===== src/rtl/cpu_types_pkg.sv =====
`default_nettype none
// ============================================================================
// Module : cpu_types_pkg
// Brief  : Shared widths, EX/MEM record and data-memory FSM state encoding.
// Rev    : 1.0
// ============================================================================
package cpu_types_pkg;

  localparam int CPU_DATA_W = 32;
  localparam int CPU_REG_AW = 5;

  typedef logic [CPU_DATA_W-1:0] word_t;
  typedef logic [CPU_REG_AW-1:0] regbits_t;

  typedef enum logic [1:0] {
    IDLE = 2'd0,
    REQ  = 2'd1,
    DONE = 2'd2
  } mem_state_t;

  typedef struct packed {
    logic        memtoReg;
    logic        memWr;
    logic        RegWr;
    logic        halt;
    regbits_t    wsel;
    word_t       aluout;
    word_t       busB;
    word_t       imemaddr;
    logic [31:0] instr;
  } ex_mem_t;

  function automatic logic is_mem_op(input logic rd, input logic wr);
    return rd | wr;
  endfunction

endpackage
`default_nettype wire


===== src/rtl/dmem_req_fsm.sv =====
`default_nettype none
// ============================================================================
// Module : dmem_req_fsm
// Brief  : Data-cache request sequencer; owns state and deferred flush.
// Rev    : 1.0
// ============================================================================
module dmem_req_fsm
  import cpu_types_pkg::*;
(
  input  logic CLK,
  input  logic nRST,
  input  logic enable_i,
  input  logic flush_i,
  input  logic dhit_i,
  input  logic memtoReg_EX_i,
  input  logic memWr_EX_i,
  input  logic memtoReg_MEM_i,
  input  logic memWr_MEM_i,
  input  logic halt_MEM_i,
  output logic busy_o,
  output logic dmemREN_o,
  output logic dmemWEN_o,
  output logic load_o,
  output logic clear_o,
  output logic capture_o
);

  mem_state_t state_q, state_d;
  logic       pend_flush_q, pend_flush_d;
  logic       in_req;
  logic       flush_req;
  logic       load;
  mem_state_t load_state;

  assign in_req    = (state_q == REQ);
  assign busy_o    = in_req && !dhit_i;
  assign flush_req = flush_i || pend_flush_q;
  assign load      = enable_i && !busy_o && !flush_i && !pend_flush_q;
  assign dmemREN_o = in_req && memtoReg_MEM_i;
  assign dmemWEN_o = in_req && memWr_MEM_i;
  assign load_o    = load;

  // A halted pipeline never starts another cache access.
  assign load_state = (is_mem_op(memtoReg_EX_i, memWr_EX_i) && !halt_MEM_i) ? REQ : IDLE;

  always_ff @(posedge CLK or negedge nRST) begin
    if (!nRST) begin
      state_q      <= IDLE;
      pend_flush_q <= 1'b0;
    end else begin
      state_q      <= state_d;
      pend_flush_q <= pend_flush_d;
    end
  end

  always_comb begin
    state_d      = state_q;
    pend_flush_d = pend_flush_q;
    clear_o      = 1'b0;
    capture_o    = 1'b0;
    case (state_q)
      REQ: begin
        if (dhit_i) begin
          pend_flush_d = 1'b0;
          if (flush_req) begin
            clear_o = 1'b1;
            state_d = IDLE;
          end else begin
            capture_o = memtoReg_MEM_i;
            state_d   = load ? load_state : DONE;
          end
        end else begin
          pend_flush_d = flush_req;
        end
      end
      default: begin
        if (flush_i) begin
          clear_o = 1'b1;
          state_d = IDLE;
        end else if (load) begin
          state_d = load_state;
        end
      end
    endcase
  end

endmodule
`default_nettype wire


===== src/rtl/execute_memory.sv =====
`default_nettype none
// ============================================================================
// Module : execute_memory
// Brief  : EX/MEM pipeline latch with data-cache request/hold handshake.
// Rev    : 1.0
// ============================================================================
module execute_memory
  import cpu_types_pkg::*;
#(
  parameter int DATA_W = CPU_DATA_W,
  parameter int REG_AW = CPU_REG_AW
) (
  input  logic              CLK,
  input  logic              nRST,
  input  logic              enable,
  input  logic              flush,
  input  logic              memtoReg_EX,
  input  logic              memWr_EX,
  input  logic              RegWr_EX,
  input  logic [REG_AW-1:0] wsel_EX,
  input  logic              halt_EX,
  input  logic [DATA_W-1:0] aluout_EX,
  input  logic [DATA_W-1:0] busB_EX,
  input  logic [DATA_W-1:0] imemaddr_EX,
  input  logic [31:0]       instr_EX,
  input  logic              dhit,
  input  logic [DATA_W-1:0] dmemload,
  output logic              dmemREN,
  output logic              dmemWEN,
  output logic [DATA_W-1:0] dmemaddr,
  output logic [DATA_W-1:0] dmemstore,
  output logic              mem_stall,
  output logic              memtoReg_MEM,
  output logic              memWr_MEM,
  output logic              RegWr_MEM,
  output logic              halt_MEM,
  output logic [REG_AW-1:0] wsel_MEM,
  output logic [DATA_W-1:0] aluout_MEM,
  output logic [DATA_W-1:0] busB_MEM,
  output logic [DATA_W-1:0] imemaddr_MEM,
  output logic [DATA_W-1:0] lddata_MEM,
  output logic [31:0]       instr_MEM
);

  ex_mem_t ex_in;
  ex_mem_t mem_q, mem_d;
  word_t   lddata_q, lddata_d;
  logic    busy, load, clear, capture;

  dmem_req_fsm u_fsm (
    .CLK            (CLK),
    .nRST           (nRST),
    .enable_i       (enable),
    .flush_i        (flush),
    .dhit_i         (dhit),
    .memtoReg_EX_i  (memtoReg_EX),
    .memWr_EX_i     (memWr_EX),
    .memtoReg_MEM_i (mem_q.memtoReg),
    .memWr_MEM_i    (mem_q.memWr),
    .halt_MEM_i     (mem_q.halt),
    .busy_o         (busy),
    .dmemREN_o      (dmemREN),
    .dmemWEN_o      (dmemWEN),
    .load_o         (load),
    .clear_o        (clear),
    .capture_o      (capture)
  );

  always_comb begin
    ex_in.memtoReg = memtoReg_EX;
    ex_in.memWr    = memWr_EX;
    ex_in.RegWr    = RegWr_EX;
    ex_in.halt     = halt_EX;
    ex_in.wsel     = wsel_EX;
    ex_in.aluout   = aluout_EX;
    ex_in.busB     = busB_EX;
    ex_in.imemaddr = imemaddr_EX;
    ex_in.instr    = instr_EX;
  end

  // halt survives both clears and loads; only reset drops it.
  always_comb begin
    mem_d    = mem_q;
    lddata_d = lddata_q;
    if (clear) begin
      mem_d      = '0;
      mem_d.halt = mem_q.halt;
      lddata_d   = '0;
    end else if (load) begin
      mem_d      = ex_in;
      mem_d.halt = mem_q.halt | halt_EX;
      lddata_d   = capture ? dmemload : '0;
    end else if (capture) begin
      lddata_d = dmemload;
    end
  end

  always_ff @(posedge CLK or negedge nRST) begin
    if (!nRST) begin
      mem_q    <= '0;
      lddata_q <= '0;
    end else begin
      mem_q    <= mem_d;
      lddata_q <= lddata_d;
    end
  end

  assign mem_stall    = busy;
  assign dmemaddr     = mem_q.aluout;
  assign dmemstore    = mem_q.busB;
  assign memtoReg_MEM = mem_q.memtoReg;
  assign memWr_MEM    = mem_q.memWr;
  assign RegWr_MEM    = mem_q.RegWr;
  assign halt_MEM     = mem_q.halt;
  assign wsel_MEM     = mem_q.wsel;
  assign aluout_MEM   = mem_q.aluout;
  assign busB_MEM     = mem_q.busB;
  assign imemaddr_MEM = mem_q.imemaddr;
  assign instr_MEM    = mem_q.instr;
  assign lddata_MEM   = lddata_q;

endmodule
`default_nettype wire


===== config.mk =====
export PLATFORM = sky130hd
export DESIGN_NAME = execute_memory
export DESIGN_NICKNAME = d
export VERILOG_FILES = /design/src/rtl/cpu_types_pkg.sv /design/src/rtl/dmem_req_fsm.sv /design/src/rtl/execute_memory.sv
export SDC_FILE = /design/constraint.sdc
export NUM_CORES = 1
export LEC_CHECK = 0
export CAP_MARGIN = 30
export CORE_AREA = 8 8 153 155
export DETAILED_ROUTE_END_ITERATION = 10
export DIE_AREA = 0 0 161 163
export HOLD_SLACK_MARGIN = 0.06
export PLACE_DENSITY = 0.76
export SYNTH_ARGS = -nofsm -noshare
export SYNTH_HDL_FRONTEND = slang
export SYNTH_HIERARCHICAL = 1
export SYNTH_SLANG_ARGS = --single-unit

===== constraint.sdc =====
create_clock -name CLK -period 2.1 [get_ports CLK]
set_clock_uncertainty 0.1 [all_clocks]
set_input_delay 0.21 -clock CLK [delete_from_list [all_inputs] [get_ports CLK]]
set_output_delay 0.21 -clock CLK [all_outputs]
set_load 0.005 [all_outputs]

* After elaboration in Yosys (flattened, before gate mapping)
Cells that the tools add are included.
Storage, ports and cells: bits in registers 172, logic and storage cells 56, output and inout bits 236, input bits 174
Cells by class: bitwise gates (word level) 3, reductions and logical operators 18, multiplexer cells 21, equality and inequality tests 2
Operators with widths (number):
- $mux 137 | 2
- $mux 32 | 4
- $mux 2 | 6
- $mux 1 | 9
- $logic_and 1x1->1 | 7
- $reduce_bool 3->1 | 2
- $logic_not 1->1 | 5
- $reduce_and 2->1 | 2
- $eq 2x1->1 const B | 1
- $ne 2x2->1 const B | 1
- $or 1x1->1 | 2
- $reduce_bool 2->1 | 1
- $logic_or 1x1->1 | 1
- $not 1->1 | 1

* Depth between registers and ports, before layout
word-level depth 10, mapped depth 8, mapped depth without buffers 5

* Cells and area by module
Netlist, hierarchy kept.
Modules (own cells, without submodules):
- execute_memory | area each 7345.8 um^2, sequential area each 4229.1 um^2, cells each 583, times used 1
- dmem_req_fsm | area each 192.7 um^2, sequential area each 75.1 um^2, cells each 22, times used 1

* Worst setup path after synthesis
OpenSTA, ideal clock, no wires.
path type register -> register, start point reg u_fsm.pend_flush_q, end point reg mem_q (netlist bit busB_MEM[10]), buffers on the path 3, data required time 1868 ps, period minus slack after synthesis 1765 ps, path slack 335 ps, arrival time 1533 ps, setup time 132 ps, stages on the path, launching flop included 8, cells stage by stage dfrtp_1 -> or3b_4 -> nor2_1 -> buf_6 -> buf_12 -> buf_12 -> mux2i_1 -> nor2_1
On the way: elaborated cells on any way between the ends 8, classes of those cells mux (4); reduce/logical (4)
RTL lines:
- from (decl) | line dmem_req_fsm.sv:29 | logic pend_flush_q, pend_flush_d;
- from (signal assigned) | line dmem_req_fsm.sv:52 | pend_flush_q <= pend_flush_d;
- $logic_not 1->1 | line dmem_req_fsm.sv:38 | assign load = enable_i && !busy_o && !flush_i && !pend_flush_q;
- $logic_and 1x1->1 | line dmem_req_fsm.sv:38
- named net load | line execute_memory.sv:48 | logic busy, load, clear, capture;
- $reduce_bool 2->1 (no line)
- to (signal assigned) | line execute_memory.sv:103 | mem_q <= mem_d;
- to (decl) | line execute_memory.sv:46 | ex_mem_t mem_q, mem_d;
The timed path passes the listed nets, and every way through them passes these cells. A chain may end at the register's enable or synchronous reset.

* Worst setup path in the final report
start point reg u_fsm.state_q[0], end point out mem_stall
On the way: cells in the longest elaborated chain, start to end 2
Ends and longest elaborated chain:
- from (decl) | line dmem_req_fsm.sv:28 | mem_state_t state_q, state_d;
- from (signal assigned) | line dmem_req_fsm.sv:51 | state_q <= state_d;
- $eq 2x1->1 | line dmem_req_fsm.sv:35 | assign in_req = (state_q == REQ);
- $logic_and 1x1->1 | line dmem_req_fsm.sv:36 | assign busy_o = in_req && !dhit_i;
- to (decl) | line execute_memory.sv:32 | output logic mem_stall,
No other way between the ends.

==> flow_results.org <==
** GRT
- Overflow left after global routing :: 0
- In the global route stage, overall resource usage came out at 0.189.
- Pin count of the biggest net entering global routing :: 56
- The number of antenna violations at the first check in global routing is 0.
- Wire length of the first global-routing pass :: roughly 39 mm
- Vias in the first global route :: 6423

** Run status
- Status :: finished, final reports clean

** Clock tree
- Count of H-tree levels built during CTS :: 4
- Clock tree synthesis found a total of 172 sinks.
- CTS tree :: yes
- Root cell of the clock tree :: sky130_fd_sc_hd__clkbuf_16
- In this run the deepest clock path goes through 2 buffers.
- At the later pin of the worst-skew pair, clock insertion delay measures 0.41 ns.
- Buffers inserted during clock tree synthesis total 17.
- Clock-pin slew was measured on the worst setup and hold paths at 0.07 ns.

** STA
- Period utilization :: 0.912
- Setup repair after global routing left no endpoint under its margin.
- The number of hold violations in the final report is 0.
- Final slew viol count :: 0
- Setup violations remaining at the end of the flow were counted as 0.
- Transition time at the pin with the least slew margin :: 0.371 ns
- The worst pin sits at a relative slew slack of 0.752.
- Fin Setup TNS :: 0 ns
- Counting I/O delays and the setup requirement, the final critical path takes around 1.9 ns.
- For this run, the top clock speed supported by timing is 0.522 GHz.

** Final layout
- Multi-input logic area :: between 2000 and 2500 sq um
- Registers take around 4300 sq um.
- The area growth from synthesis to layout is 62.0%.
- Fill cells in the final layout number roughly 1700.
- At the end of the flow the core is filled with cells to 0.587.
- Of the cells placed in the final design, the portion with a size suffix greater than 1 is 0.0835.
- Number of nets in the finished design :: ~1100
- The number of antenna diodes in the final layout is 0.
- The finished layout holds about 1300 standard cells, fillers aside.

** Setup path
- STA puts the critical path data required time at ~1.8 ns.
- Biggest fanout along the worst timing path :: 3
- Critical-path top delay cell :: sky130_fd_sc_hd__dfrtp_1
- On the worst path, the slowest cell contributes a delay of ~0.40 ns.
- For the worst setup path, the data arrival time is roughly 1.6 ns.
- The critical path in this run is classified as reg -> out.
- The critical path goes through nor2b_4, and2b_2, buf_4, dlygate4sd2_1.
- Nature of the critical path endpoint :: output pin
- Launching element type of the critical path :: flip-flop

** Power and ir drop
- Total power after layout :: approximately 10000 uW
- In this run the power density over the cells is 800 nW/um^2.
- For this design the static power due to leakage is just over 0.005 uW.
- The worst-case IR drop observed on VDD is roughly 0.5 mV.

** Yosys
- Sorting the synthesized cells by area gives the leading types as sky130_fd_sc_hd__dfrtp_1, sky130_fd_sc_hd__mux2i_1, sky130_fd_sc_hd__nor2_1.
- Synthesis inferred 172 register bits.
- After synthesis, the share of cell area in mux cells is 0.181.
- Synthesized-area fraction occupied by ao, oa, aoi and oai cells :: 0.0485
- After synthesis, the largest family of logic cells by area is multiplexers.
- During synthesis, Yosys emitted a total of 6 warnings.
- Synthesis produced a netlist whose cell count is approximately 600.
- Mean cell area of the mapped netlist :: between 10 and 15 sq um
- Xor and xnor area share after synthesis :: 0
- Of the total synthesized cell area, the portion taken by full adders, half adders and majority gates is 0.
- The synthesized netlist occupies a cell area of 7540 sq um.
- Yosys mapped the design onto 24 distinct sky130hd cell types.
- Simple-gate share of the synthesized area :: 0.0797
- Area share of the largest cell type after synthesis :: 0.571
- Seq/Total Area, Yosys :: 0.571
- The number of nets in the synthesized netlist is a little under 800.
- Dominant cell type by area after synthesis :: sky130_fd_sc_hd__dfrtp_1

** Placed design
- Weighted congestion reported at the end of routability-driven placement :: around 0.77
- Placed wire-length estimate after detailed placement :: a little under 20 mm
- Total of buffers placed on input and output ports :: 409
- Number of placed instances, taps included :: 1224

** Drt
- The first detailed-routing pass ran for 4 iterations.
- DRC viols :: 0
- For this block, the routed nets add up to about 26 mm of wire.
- Routed vias :: between 5000 and 6000
- Average vias per placed instance :: 4.66
- Violation count after the first detailed-route iteration :: ~280
- Average wire per standard cell :: between 20 and 25 microns
- Remaining antenna violation count after routing :: 0

** Die
- I/O pin count :: 410
- Die Ht :: about 160 microns
- In this run the horizontal extent of the chip is roughly 160 microns.
- The die covers approximately 26000 sq um.
- The initial utilization of the core area, before any placement, comes to 0.362.
- Site row count :: 53
- Placeable core region :: 20800 sq um

** Job
- Count of maximum capacitance violations :: 0

** Hold path
- Classification of the worst-slack hold path :: in -> async
## worst paths after layout
check | startpoint | to | slack [ns] | cells past startpoint
worst min register to register | imemaddr_MEM[26] | imemaddr_MEM[26] | 0.42 | 2
worst max-delay path | u_fsm/state_q[0] | mem_stall | 0.18 | 4
min in group CLK | dmemload[0] | lddata_MEM[0] | 0.28 | 2
worst max register to register | u_fsm/pend_flush_q | aluout_MEM[19] | 0.20 | 6
worst min-delay path | nRST | busB_MEM[14] | 0.16 | 2
max in group asynchronous | nRST | lddata_MEM[22] | 1.08 | 3
## logic make-up (layout without fill, tap and decap cells)
family / after synthesis / after routing
AOI/OAI and AO/OA: 39 / 39
and+or+nand+nor: 150 / 150
DFF: 172 / 172
muxes: 136 / 136
buffers and inverters: 108 / 485
## Yosys cell counts
cell type and n:
sky130_fd_sc_hd__nor2b_1 2, sky130_fd_sc_hd__buf_6 4, sky130_fd_sc_hd__a31oi_1 1, sky130_fd_sc_hd__nor2_2 1
sky130_fd_sc_hd__nor3_2 1, sky130_fd_sc_hd__or3b_4 1, sky130_fd_sc_hd__and2_1 2, sky130_fd_sc_hd__buf_12 11
sky130_fd_sc_hd__nor2_1 140, sky130_fd_sc_hd__clkbuf_1 11, sky130_fd_sc_hd__inv_1 3, sky130_fd_sc_hd__a31o_2 1
sky130_fd_sc_hd__dfrtp_1 172, sky130_fd_sc_hd__nor2b_2 1, sky130_fd_sc_hd__a311o_1 1, sky130_fd_sc_hd__a21oi_1 4
sky130_fd_sc_hd__and3_1 1, sky130_fd_sc_hd__buf_8 4, sky130_fd_sc_hd__buf_1 5, sky130_fd_sc_hd__buf_4 64
sky130_fd_sc_hd__mux2i_1 136, sky130_fd_sc_hd__buf_2 6, sky130_fd_sc_hd__a32o_1 32, sky130_fd_sc_hd__and2b_1 1
## area by class of cell
| cell class | count | area share |
|---|---|---|
| Timing Repair Buffer | 451 | 0.378 |
| Sequential cell | 172 | 0.352 |
| Multi-Input combinational cell | 325 | 0.192 |
| Clock buffer | 18 | 0.0360 |
| Tap cell | 275 | 0.0282 |
| Clock inverter | 13 | 0.0123 |
| Inverter | 3 | 0.000922 |
## layer usage
layer / part of all wire / vias to the layer above / global-route usage
li1: - / 2728 / -
met1: 0.39 / 2835 / 0.214
met2: 0.50 / 273 / 0.325
met3: 0.094 / 22 / 0.0761
met4: 0.017 / 0 / 0.0547
met5: 0 / - / 0
## critical path, delay by kind of cell, from the launching register on
kind / cells / cell delay [ns]
simple gates: 2 / 0.36
flops: 1 / 0.40
buf+inv: 2 / 0.43
## registers in the layout, summed over array words and instances, names as in the netlist
signal / count
instr_MEM: 32
memWr_MEM: 1
halt_MEM: 1
lddata_MEM: 32
RegWr_MEM: 1
wsel_MEM: 5
busB_MEM: 32
memtoReg_MEM: 1
u_fsm/state_q: 2
imemaddr_MEM: 32
u_fsm/pend_flush_q: 1
aluout_MEM: 32
## power by group
part	internal, uW	total (uW)	leakage [uW]	switching, uW
clock network	1720	3170	0.000285	1450
registers	3630	3880	0.00236	251
logic	1640	2730	0.00250	1080
## what timing repair did
action / CTS / global route
setup endpoints to repair: 2 / 1
hold buffers: 1 / 0
setup buffers: 1 / 0
gates resized for setup: 4 / 1
hold endpoints to repair: 172 / 0
## per-stage QoR
| stage | setup WS, ns | hold WS, ns | instance area (sq um) |
|---|---|---|---|
| detailed placement | -0.0900 | 0.0430 | 11600 |
| global route | 0.105 | 0.173 | 12200 |
| finish | 0.184 | 0.164 | 12200 |
| global placement | -0.0797 | 0.0445 | 11600 |
| floorplan | 0.335 | -0.186 | 7540 |
| CTS | 0.00140 | 0.155 | 12200 |
## cells in the final DEF, fill, tap and decap left out, types with 2 or more instances in the layout
cell type	synthesis	layout
sky130_fd_sc_hd__a32o_1	32	32
sky130_fd_sc_hd__clkinvlp_4	0	2
sky130_fd_sc_hd__dlygate4sd2_1	0	2
sky130_fd_sc_hd__clkdlybuf4s50_1	0	405
sky130_fd_sc_hd__and2_1	2	2
sky130_fd_sc_hd__nor2_4	0	2
sky130_fd_sc_hd__mux2i_1	136	136
sky130_fd_sc_hd__buf_12	11	16
sky130_fd_sc_hd__inv_8	0	4
sky130_fd_sc_hd__inv_6	0	5
sky130_fd_sc_hd__nor2_1	140	138
sky130_fd_sc_hd__dfrtp_1	172	172
sky130_fd_sc_hd__a21oi_1	4	4
sky130_fd_sc_hd__inv_1	3	3
sky130_fd_sc_hd__clkbuf_16	0	17
sky130_fd_sc_hd__buf_4	64	25
Power figures use the tool's default switching activity.
